`src/rtl/mod_reduce128.sv`:
```
`default_nettype none
// ============================================================================
//  Module      : mod_reduce128
//  Description : Bit-serial restoring modular reduction R = P mod M, where P
//                is a 2*WIDTH-bit product and M a WIDTH-bit modulus. One
//                dividend bit is consumed per cycle behind valid/ready
//                handshakes on both sides.
//  Revision    : 1.0 - initial release
// ============================================================================
module mod_reduce128 #(
  parameter int WIDTH = 64
) (
  input  logic               clock,
  input  logic               reset,
  input  logic               in_valid,
  output logic               in_ready,
  input  logic [2*WIDTH-1:0] in_p,
  input  logic [WIDTH-1:0]   in_m,
  output logic               out_valid,
  input  logic               out_ready,
  output logic [WIDTH-1:0]   out_r,
  output logic               out_err,
  output logic               busy
);

  localparam int PW = 2 * WIDTH;
  localparam int CW = $clog2(PW + 1);

  typedef enum logic [1:0] {
    S_IDLE = 2'd0,
    S_RUN  = 2'd1,
    S_DONE = 2'd2
  } state_t;

  state_t            state_q, state_d;
  logic [WIDTH:0]    r_q, r_d;        // partial remainder, one spare bit for the shift
  logic [WIDTH-1:0]  m_q, m_d;        // latched modulus
  logic [PW-1:0]     bits_q, bits_d;  // remaining dividend bits, next bit at MSB
  logic [CW-1:0]     cnt_q, cnt_d;    // iterations still to perform
  logic [WIDTH-1:0]  res_q, res_d;    // result presented in DONE
  logic              err_q, err_d;    // zero-modulus flag presented in DONE

  // Operand views used when deciding between the fast and full start.
  logic [WIDTH-1:0]  p_hi;
  logic [WIDTH-1:0]  p_lo;
  logic              fast_start;

  assign p_hi       = in_p[PW-1 -: WIDTH];
  assign p_lo       = in_p[WIDTH-1:0];
  assign fast_start = (p_hi < in_m);

  // One restoring step: shift in the next dividend bit, subtract M if it fits.
  // Because r < M < 2^WIDTH before the step, the shifted value fits WIDTH+1 bits.
  logic [WIDTH:0]    r_shift;
  logic [WIDTH:0]    r_sub;
  logic [WIDTH:0]    r_next;
  logic              r_ge_m;

  assign r_shift = (r_q << 1) | {{WIDTH{1'b0}}, bits_q[PW-1]};
  assign r_ge_m  = (r_shift >= {1'b0, m_q});
  assign r_sub   = r_shift - {1'b0, m_q};
  assign r_next  = r_ge_m ? r_sub : r_shift;

  // Next-state and datapath update for IDLE/RUN/DONE.
  always_comb begin
    state_d = state_q;
    r_d     = r_q;
    m_d     = m_q;
    bits_d  = bits_q;
    cnt_d   = cnt_q;
    res_d   = res_q;
    err_d   = err_q;

    case (state_q)
      S_IDLE: begin
        if (in_valid) begin
          m_d = in_m;
          if (in_m == '0) begin
            // Division by zero: report the error without iterating.
            res_d   = '0;
            err_d   = 1'b1;
            state_d = S_DONE;
          end else if (fast_start) begin
            // High half is already a valid remainder; only the low half remains.
            r_d     = {1'b0, p_hi};
            bits_d  = {p_lo, {WIDTH{1'b0}}};
            cnt_d   = CW'(WIDTH);
            state_d = S_RUN;
          end else begin
            r_d     = '0;
            bits_d  = in_p;
            cnt_d   = CW'(PW);
            state_d = S_RUN;
          end
        end
      end

      S_RUN: begin
        r_d    = r_next;
        bits_d = {bits_q[PW-2:0], 1'b0};
        cnt_d  = cnt_q - CW'(1);
        if (cnt_q == CW'(1)) begin
          res_d   = r_next[WIDTH-1:0];
          err_d   = 1'b0;
          state_d = S_DONE;
        end
      end

      S_DONE: begin
        // Result is held until the consumer takes it; no same-cycle re-accept.
        if (out_ready) begin
          state_d = S_IDLE;
        end
      end

      default: begin
        state_d = S_IDLE;
      end
    endcase
  end

  // State and datapath registers; reset discards any in-flight operation.
  always_ff @(posedge clock) begin
    if (reset) begin
      state_q <= S_IDLE;
      r_q     <= '0;
      m_q     <= '0;
      bits_q  <= '0;
      cnt_q   <= '0;
      res_q   <= '0;
      err_q   <= 1'b0;
    end else begin
      state_q <= state_d;
      r_q     <= r_d;
      m_q     <= m_d;
      bits_q  <= bits_d;
      cnt_q   <= cnt_d;
      res_q   <= res_d;
      err_q   <= err_d;
    end
  end

  assign in_ready  = (state_q == S_IDLE);
  assign out_valid = (state_q == S_DONE);
  assign busy      = (state_q != S_IDLE);
  assign out_r     = res_q;
  assign out_err   = err_q;

endmodule
`default_nettype wire

```
`config.mk`:
```
export PLATFORM = sky130hd
export DESIGN_NAME = mod_reduce128
export DESIGN_NICKNAME = d
export VERILOG_FILES = /design/src/rtl/mod_reduce128.sv
export SDC_FILE = /design/constraint.sdc
export NUM_CORES = 1
export LEC_CHECK = 0
export BUFFER_PORTS_ARGS = -buffer_cell sky130_fd_sc_hd__buf_4
export CAP_MARGIN = 20
export CORE_MARGIN = 5
export CORE_UTILIZATION = 55
export DETAILED_ROUTE_END_ITERATION = 8
export GPL_TIMING_DRIVEN = 1
export PLACE_DENSITY = 0.76
export SLEW_MARGIN = 15
export SYNTH_ARGS = -nofsm -noshare
export SYNTH_HDL_FRONTEND = slang
export SYNTH_SLANG_ARGS = --single-unit
```
`constraint.sdc`:
```
create_clock -name clock -period 5.75 [get_ports clock]
set_clock_uncertainty 0.15 [all_clocks]
set_input_delay 1.725 -clock clock [delete_from_list [all_inputs] [get_ports clock]]
set_output_delay 1.725 -clock clock [all_outputs]
set_load 0.02 [all_outputs]
```
==> metrics, run 1 <==
simple-gate area share of the yosys netlist=0.2190; cts bufs inserted=38; Synth area leader=dfxtp_1; syn_nets=3097; startpoint type of the worst setup path=flop; Hold Crit Class=reg2reg; DRC=0; Yosys warning count=0; final setup fails=0; crit path max fanout=4; Boundary Pins=264; Clock Power Share=0.280; Antenna Nets Post-Route=0; Pleak=10.35 nW; r2r startpoint=bits_q[127]; fin nets=3242; overall routing resource usage=0.3597; Initial Utilization=0.5576; pin count of the biggest net entering global routing=96; Post-CTS Resized=0; Adder-Cell Fraction of Synth Area=0.08005; P_sw=3.751 mW; maxcap violations=0; final hold vios=0; initial antenna violation count=2; cell count after synthesis=2771; compound-cell area share of the yosys netlist=0.2664; Skew-Pair Late Insertion Delay=0.58 ns; top-area cell type share of the netlist area=0.3246; # clock sinks=331; switching part of the total power=0.4053; clock slew at reported path FFs=0.06 ns; WL per Instance=22.54 um; cell repeated most along the worst path=a21oi_1; Via Count=21910; Core Region=0.03661 mm^2; diode count=0; Post-synth EDFFs=0; max incr delay on CP=0.80 ns; via/cell ratio=6.417; WS Path Type=reg2reg; vias in the first global route=21020; IO Port Bufs=263; relative slew slack=0.3196; CP startpoint=bits_q[127]; Tcrit/Tclk final=0.8461; DIE HEIGHT=202.6 um; drt first pass iters=6; Slew Viols, Final=0; sequential share of the synthesized area=0.3246; Area Growth Syn to Fin=18.16%; Synth Cell Area=0.02041 mm^2; crit-path leading delay family=compound AO/OA/AOI/OAI gates; Post-Route WL=76.96 mm; largest family of logic cells by synthesized area=compound AO/OA/AOI/OAI gates; main flop type after synthesis=dfxtp_1; ranking of synthesized cells by area=dfxtp_1 (32%), ha_1 (7.9%), nand2_1 (7.1%); RSZ-0062 raised after global routing=no; Die W=202.6 um; GR Overflow Total=0; Max Fclk=205.5 MHz; status=finished clean; Gate power share=0.424; Least-Margin Pin Slew=1.021 ns; Min Hold Slack=0.2914 ns; Period minus WS final=4.865 ns; # hold bufs at CTS=0; Syn Area/Cell=7.366 um^2; Crit. End Element=flop; FFs w/ async S/R, synth=0; critical path buffer and inverter count=3; share of cells above drive strength 1=0.1429; TritonCTS clock tree=done; first-pass GRT wire length=117.9 mm; register share of total power=0.295; Critical Path RT=6.04 ns; DRT iter0 DRCs=1966; pwr/cell area=383.8 mW/mm^2; post-synthesis mux area share=0.01250; internal power=5.505 mW; Post-DP HPWL=57.83 mm; Setup TNS=0 ns; Post-CTS Setup Bufs=0; total die area=0.04107 mm^2; CTS Buffer Depth=3; #FFs+latches synth=331; crit path DAT=5.15 ns; hold_sp=bits_q[99]; Placer Congestion=1.028; CP Cell Sequence=inv_1 > ha_1 > inv_1 > fa_1 > a21oi_1 > o21ai_0 > a21oi_1 > o41ai_1 > a21oi_1 > buf_4 > o21bai_1 > a21oi_1 > mux2_2 > a31oi_1 > o21ai_0; Slowest-stage cell, CP=o41ai_1; H-tree levels=2; Root Buffer=clkbuf_16; Synth Area in XOR/XNOR=0.02574; Rows=70; Max rail drop VDD=0.0002928 V; distinct cell type count after synthesis=78
==> worst register-to-register path, stage by stage, from the launching register on <==
cell	delay [ns]
dfxtp_1	0.41
inv_1	0.07
ha_1	0.19
inv_1	0.07
fa_1	0.22
a21oi_1	0.11
o21ai_0	0.38
a21oi_1	0.27
o41ai_1	0.80
a21oi_1	0.14
buf_4	0.21
o21bai_1	0.50
a21oi_1	0.36
mux2_2	0.36
a31oi_1	0.37
o21ai_0	0.14
==> cells in the mapped netlist, types with 5 or more instances <==
cell and number:
nand2_1 387, dfxtp_1 331, o21ai_0 250, a21oi_1 225
nor2_1 205, clkbuf_1 183, inv_1 166, ha_1 129
nor3_1 104, nand3_1 82, and3_1 76, a221oi_1 67
o21ai_1 53, nand4_1 49, xnor2_1 40, a21o_1 37
a311oi_1 34, a31oi_1 32, nor4_1 26, o21bai_1 26
o22ai_1 26, mux2i_1 21, xor2_1 20, a211oi_1 17
and2_1 17, buf_2 14, nand2b_1 13, o211ai_1 13
o31ai_1 10, buf_1 8, o21a_1 8, a2111oi_2 7
o221a_2 7, nor2b_1 6, a21boi_0 5, or4_1 5
==> power groups by stage <==
stage | logic, mW | clock network (mW) | registers, mW
2_1_floorplan | 2.60 | 0 | 2.75
5_1_grt | 4.24 | 2.71 | 2.76
6_report | 3.93 | 2.60 | 2.73
3_5_place_dp | 3.82 | 0 | 2.77
4_1_cts | 3.84 | 2.61 | 2.73
3_3_place_gp | 3.78 | 0 | 2.77
==> final timing paths <==
path | endpoint | slack, ns | cells past startpoint
hold reg to reg | bits_q[99] | 0.29 | 2
hold / removal | bits_q[99] | 0.29 | 2
setup reg to reg | out_r[62] | 0.88 | 15
setup / recovery | out_r[62] | 0.88 | 15
==> metal layers <==
layer	vias to the layer above	part of all wire	GRT usage	wire (um)
met2	1129	0.45	0.5809	34550
li1	10210	-	-	-
met1	10270	0.39	0.4460	29970
met5	-	0.00039	0	30
met3	305	0.089	0.07203	6874
met4	4	0.072	0.2139	5530
==> cell families after synthesis <==
| family | Yosys count |
|---|---|
| xor gates and xnor gates | 60 |
| DFF | 331 |
| muxes | 25 |
| and+or+nand+nor | 984 |
| adders and majority gates | 130 |
| buffers and inverters | 377 |
| AOI/OAI and AO/OA | 864 |
==> metrics by stage <==
| step | instances | worst slack [ns] | power (mW) | util | area (um^2) |
|---|---|---|---|---|---|
| 2_1_floorplan | 2771 | 1.053 | 5.350 | - | 20410 |
| 3_3_place_gp | 3344 | 0.5664 | 6.544 | 0.6221 | 22780 |
| 3_5_place_dp | 3344 | 0.4718 | 6.592 | 0.6221 | 22780 |
| 4_1_cts | 3414 | 0.9842 | 9.181 | 0.6588 | 24120 |
| 5_1_grt | 3414 | 0.7004 | 9.706 | 0.6588 | 24120 |
| 6_report | 3414 | 0.8850 | 9.257 | 0.6588 | 24120 |
==> layout make-up <==
cell class | count | area [um^2]
multi-input combinational | 2063 | 12410
timing repair buffer | 315 | 2531
tap | 468 | 585.6
clock inverter | 13 | 167.7
fill | 3249 | 12490
inverter | 167 | 626.9
sequential | 331 | 6626
clock buffer | 57 | 1174
==> cells in the final DEF (no fill, tap or decap), drive strengths merged, types with 8 or more instances in the layout <==
| master | Yosys | layout |
|---|---|---|
| o21bai | 26 | 26 |
| o31ai | 10 | 10 |
| xnor2 | 40 | 40 |
| nor4 | 26 | 26 |
| o21ai | 303 | 303 |
| nor3 | 104 | 104 |
| mux2i | 21 | 21 |
| o211ai | 13 | 13 |
| a21o | 37 | 37 |
| and3 | 76 | 76 |
| clkbuf | 183 | 57 |
| nand2 | 387 | 387 |
| nand2b | 13 | 13 |
| o21a | 8 | 8 |
| nand3 | 82 | 82 |
| ha | 129 | 129 |
| a2111oi | 12 | 12 |
| a311oi | 34 | 34 |
| buf | 27 | 315 |
| o22ai | 26 | 26 |
| inv | 167 | 170 |
| a21oi | 226 | 226 |
| xor2 | 20 | 20 |
| and2 | 17 | 17 |
| a211oi | 19 | 19 |
| dfxtp | 331 | 331 |
| a31oi | 32 | 32 |
| nand4 | 49 | 49 |
| nor2 | 206 | 206 |
| a221oi | 67 | 67 |
==> registers in the layout, indices dropped and copies added, names as in the netlist <==
register	cells
state_q	2
m_q	64
bits_q	128
out_err	1
cnt_q	8
out_r	64
r_q	64
(Power assumes the default switching activity.)
==> inputs of run 2 (changes only) <==
==> constraint.sdc (replaced) <==
create_clock -name clock -period 4.6 [get_ports clock]
set_clock_uncertainty 0.15 [all_clocks]
set_input_delay 1.38 -clock clock [delete_from_list [all_inputs] [get_ports clock]]
set_output_delay 1.38 -clock clock [all_outputs]
set_load 0.02 [all_outputs]
==> metrics, run 2 (synthesis gave the netlist of run 1 again) <==
overall routing resource usage=0.3671; Period minus WS final=4.407 ns; Root Buffer=clkbuf_16; register share of total power=0.294; Slew Viols, Final=0; drt first pass iters=6; IO Port Bufs=263; fin nets=3345; crit-path leading delay family=compound AO/OA/AOI/OAI gates; internal power=6.929 mW; Post-CTS Setup Bufs=0; Rows=70; cts bufs inserted=38; pwr/cell area=469.2 mW/mm^2; TritonCTS clock tree=done; CTS Buffer Depth=3; filler cell count=3159; Pleak=10.77 nW; Crit. End Element=flop; Clock Power Share=0.262; status=finished clean; Die W=202.6 um; first-pass GRT wire length=120.1 mm; DIE HEIGHT=202.6 um; Least-Margin Pin Slew=1.030 ns; via/cell ratio=6.361; vias in the first global route=21500; GR Overflow Total=0; commonest non-fill, non-tap cell in the layout=buf_4; Final Util=0.6764; cell repeated most along the worst path=buf_4; Initial Utilization=0.5576; WL per Instance=22.41 um; Slowest-stage cell, CP=a2111o_1; Boundary Pins=264; final hold vios=0; maxcap violations=0; RSZ-0062 raised after global routing=no; Max Fclk=226.9 MHz; Tcrit/Tclk final=0.9580; relative slew slack=0.3136; Setup TNS=0 ns; initial antenna violation count=1; WS Path Type=reg2reg; DRT iter0 DRCs=2518; Hold Crit Class=reg2reg; share of cells above drive strength 1=0.1695; pin count of the biggest net entering global routing=105; Placer Congestion=0.9966; critical path buffer and inverter count=3; register with the most flip-flops=bits_q; Min Hold Slack=0.2900 ns; Via Count=22350; switching part of the total power=0.4037; Post-DP HPWL=59.57 mm; # hold bufs at CTS=0; Antenna Nets Post-Route=0; Post-Route WL=78.74 mm; Critical Path RT=4.95 ns; CP Cell Sequence=inv_1 > ha_1 > nand2_1 > a211o_1 > a2111o_1 > a211oi_4 > o311ai_4 > a21oi_4 > or2_2 > buf_4 > buf_4 > nor2_1 > o21ai_0 > o2111a_1; crit path DAT=4.75 ns; startpoint type of the worst setup path=flop; total die area=0.04107 mm^2; max reg flops=128; Area Growth Syn to Fin=21.32%; # clock sinks=331; crit path max fanout=20; clock slew at reported path FFs=0.06 ns; most frequent cells in the layout=buf_4 (405), nand2_1 (386), dfxtp_1 (331), o21ai_0 (250), a21oi_1 (223); P_sw=4.691 mW; Max rail drop VDD=0.0003707 V; DRC=0; Core Region=0.03661 mm^2; Post-CTS Resized=0; Skew-Pair Late Insertion Delay=0.57 ns; H-tree levels=2; max incr delay on CP=0.55 ns; Gate power share=0.445; final setup fails=0
[run 2: per-layer routing]
| metal | wire length, um | up-vias | GRT usage |
|---|---|---|---|
| li1 | - | 10400 | - |
| met1 | 30630 | 10520 | 0.4552 |
| met2 | 36320 | 1145 | 0.6092 |
| met3 | 6463 | 277 | 0.05686 |
| met4 | 5308 | 2 | 0.2105 |
| met5 | 13 | - | 0 |
[run 2: final cells by class]
class,instances,area (um^2),share of cell area
Antenna cell,1,2.502,0.0001011
Clock buffer,54,1102,0.04451
Inverter,167,626.9,0.02531
Timing Repair Buffer,418,3292,0.1329
Sequential cell,331,6626,0.2676
Tap cell,468,585.6,0.02365
Clock inverter,11,121.4,0.004901
Multi-Input combinational cell,2063,12410,0.5010
[run 2: path summary, 6_finish.rpt]
path / startpoint / to / slack, ns / depth (start not counted)
max: m_q[4] / r_q[56] / 0.19 / 14
min: bits_q[105] / bits_q[105] / 0.29 / 2
max reg2reg: m_q[4] / r_q[56] / 0.19 / 14
min reg2reg: bits_q[105] / bits_q[105] / 0.29 / 2
[run 2: power groups by stage]
stage                     Clock [mW]  Combinational, mW  Sequential, mW
after floorplan                    0               3.25            3.43
after global placement             0               4.97            3.45
after detailed placement           0               5.03            3.46
after CTS                       3.07               5.06            3.40
after global routing            3.19               5.57            3.44
final                           3.04               5.17            3.41
[run 2: metrics by stage]
stage                     total power [mW]  worst slack, ns  std cells  instance area (um^2)
after floorplan                      6.688           0.2477       2771                 20410
final                                11.62           0.1933       3513                 24760
after detailed placement             8.488          -0.1455       3447                 23540
after CTS                            11.53           0.2754       3512                 24760
after global routing                 12.20          0.06728       3512                 24760
after global placement               8.414         -0.08935       3447                 23540
[run 2: worst reg2reg max path, delay by kind of cell, from the launching register on]
family / cells / cell delay, ns
adder cells (fa/ha/maj): 1 / 0.40
AO/OA/AOI/OAI: 7 / 2.27
buffers and inverters: 3 / 0.64
flip-flops: 1 / 0.33
AND/OR/NAND/NOR: 3 / 0.57
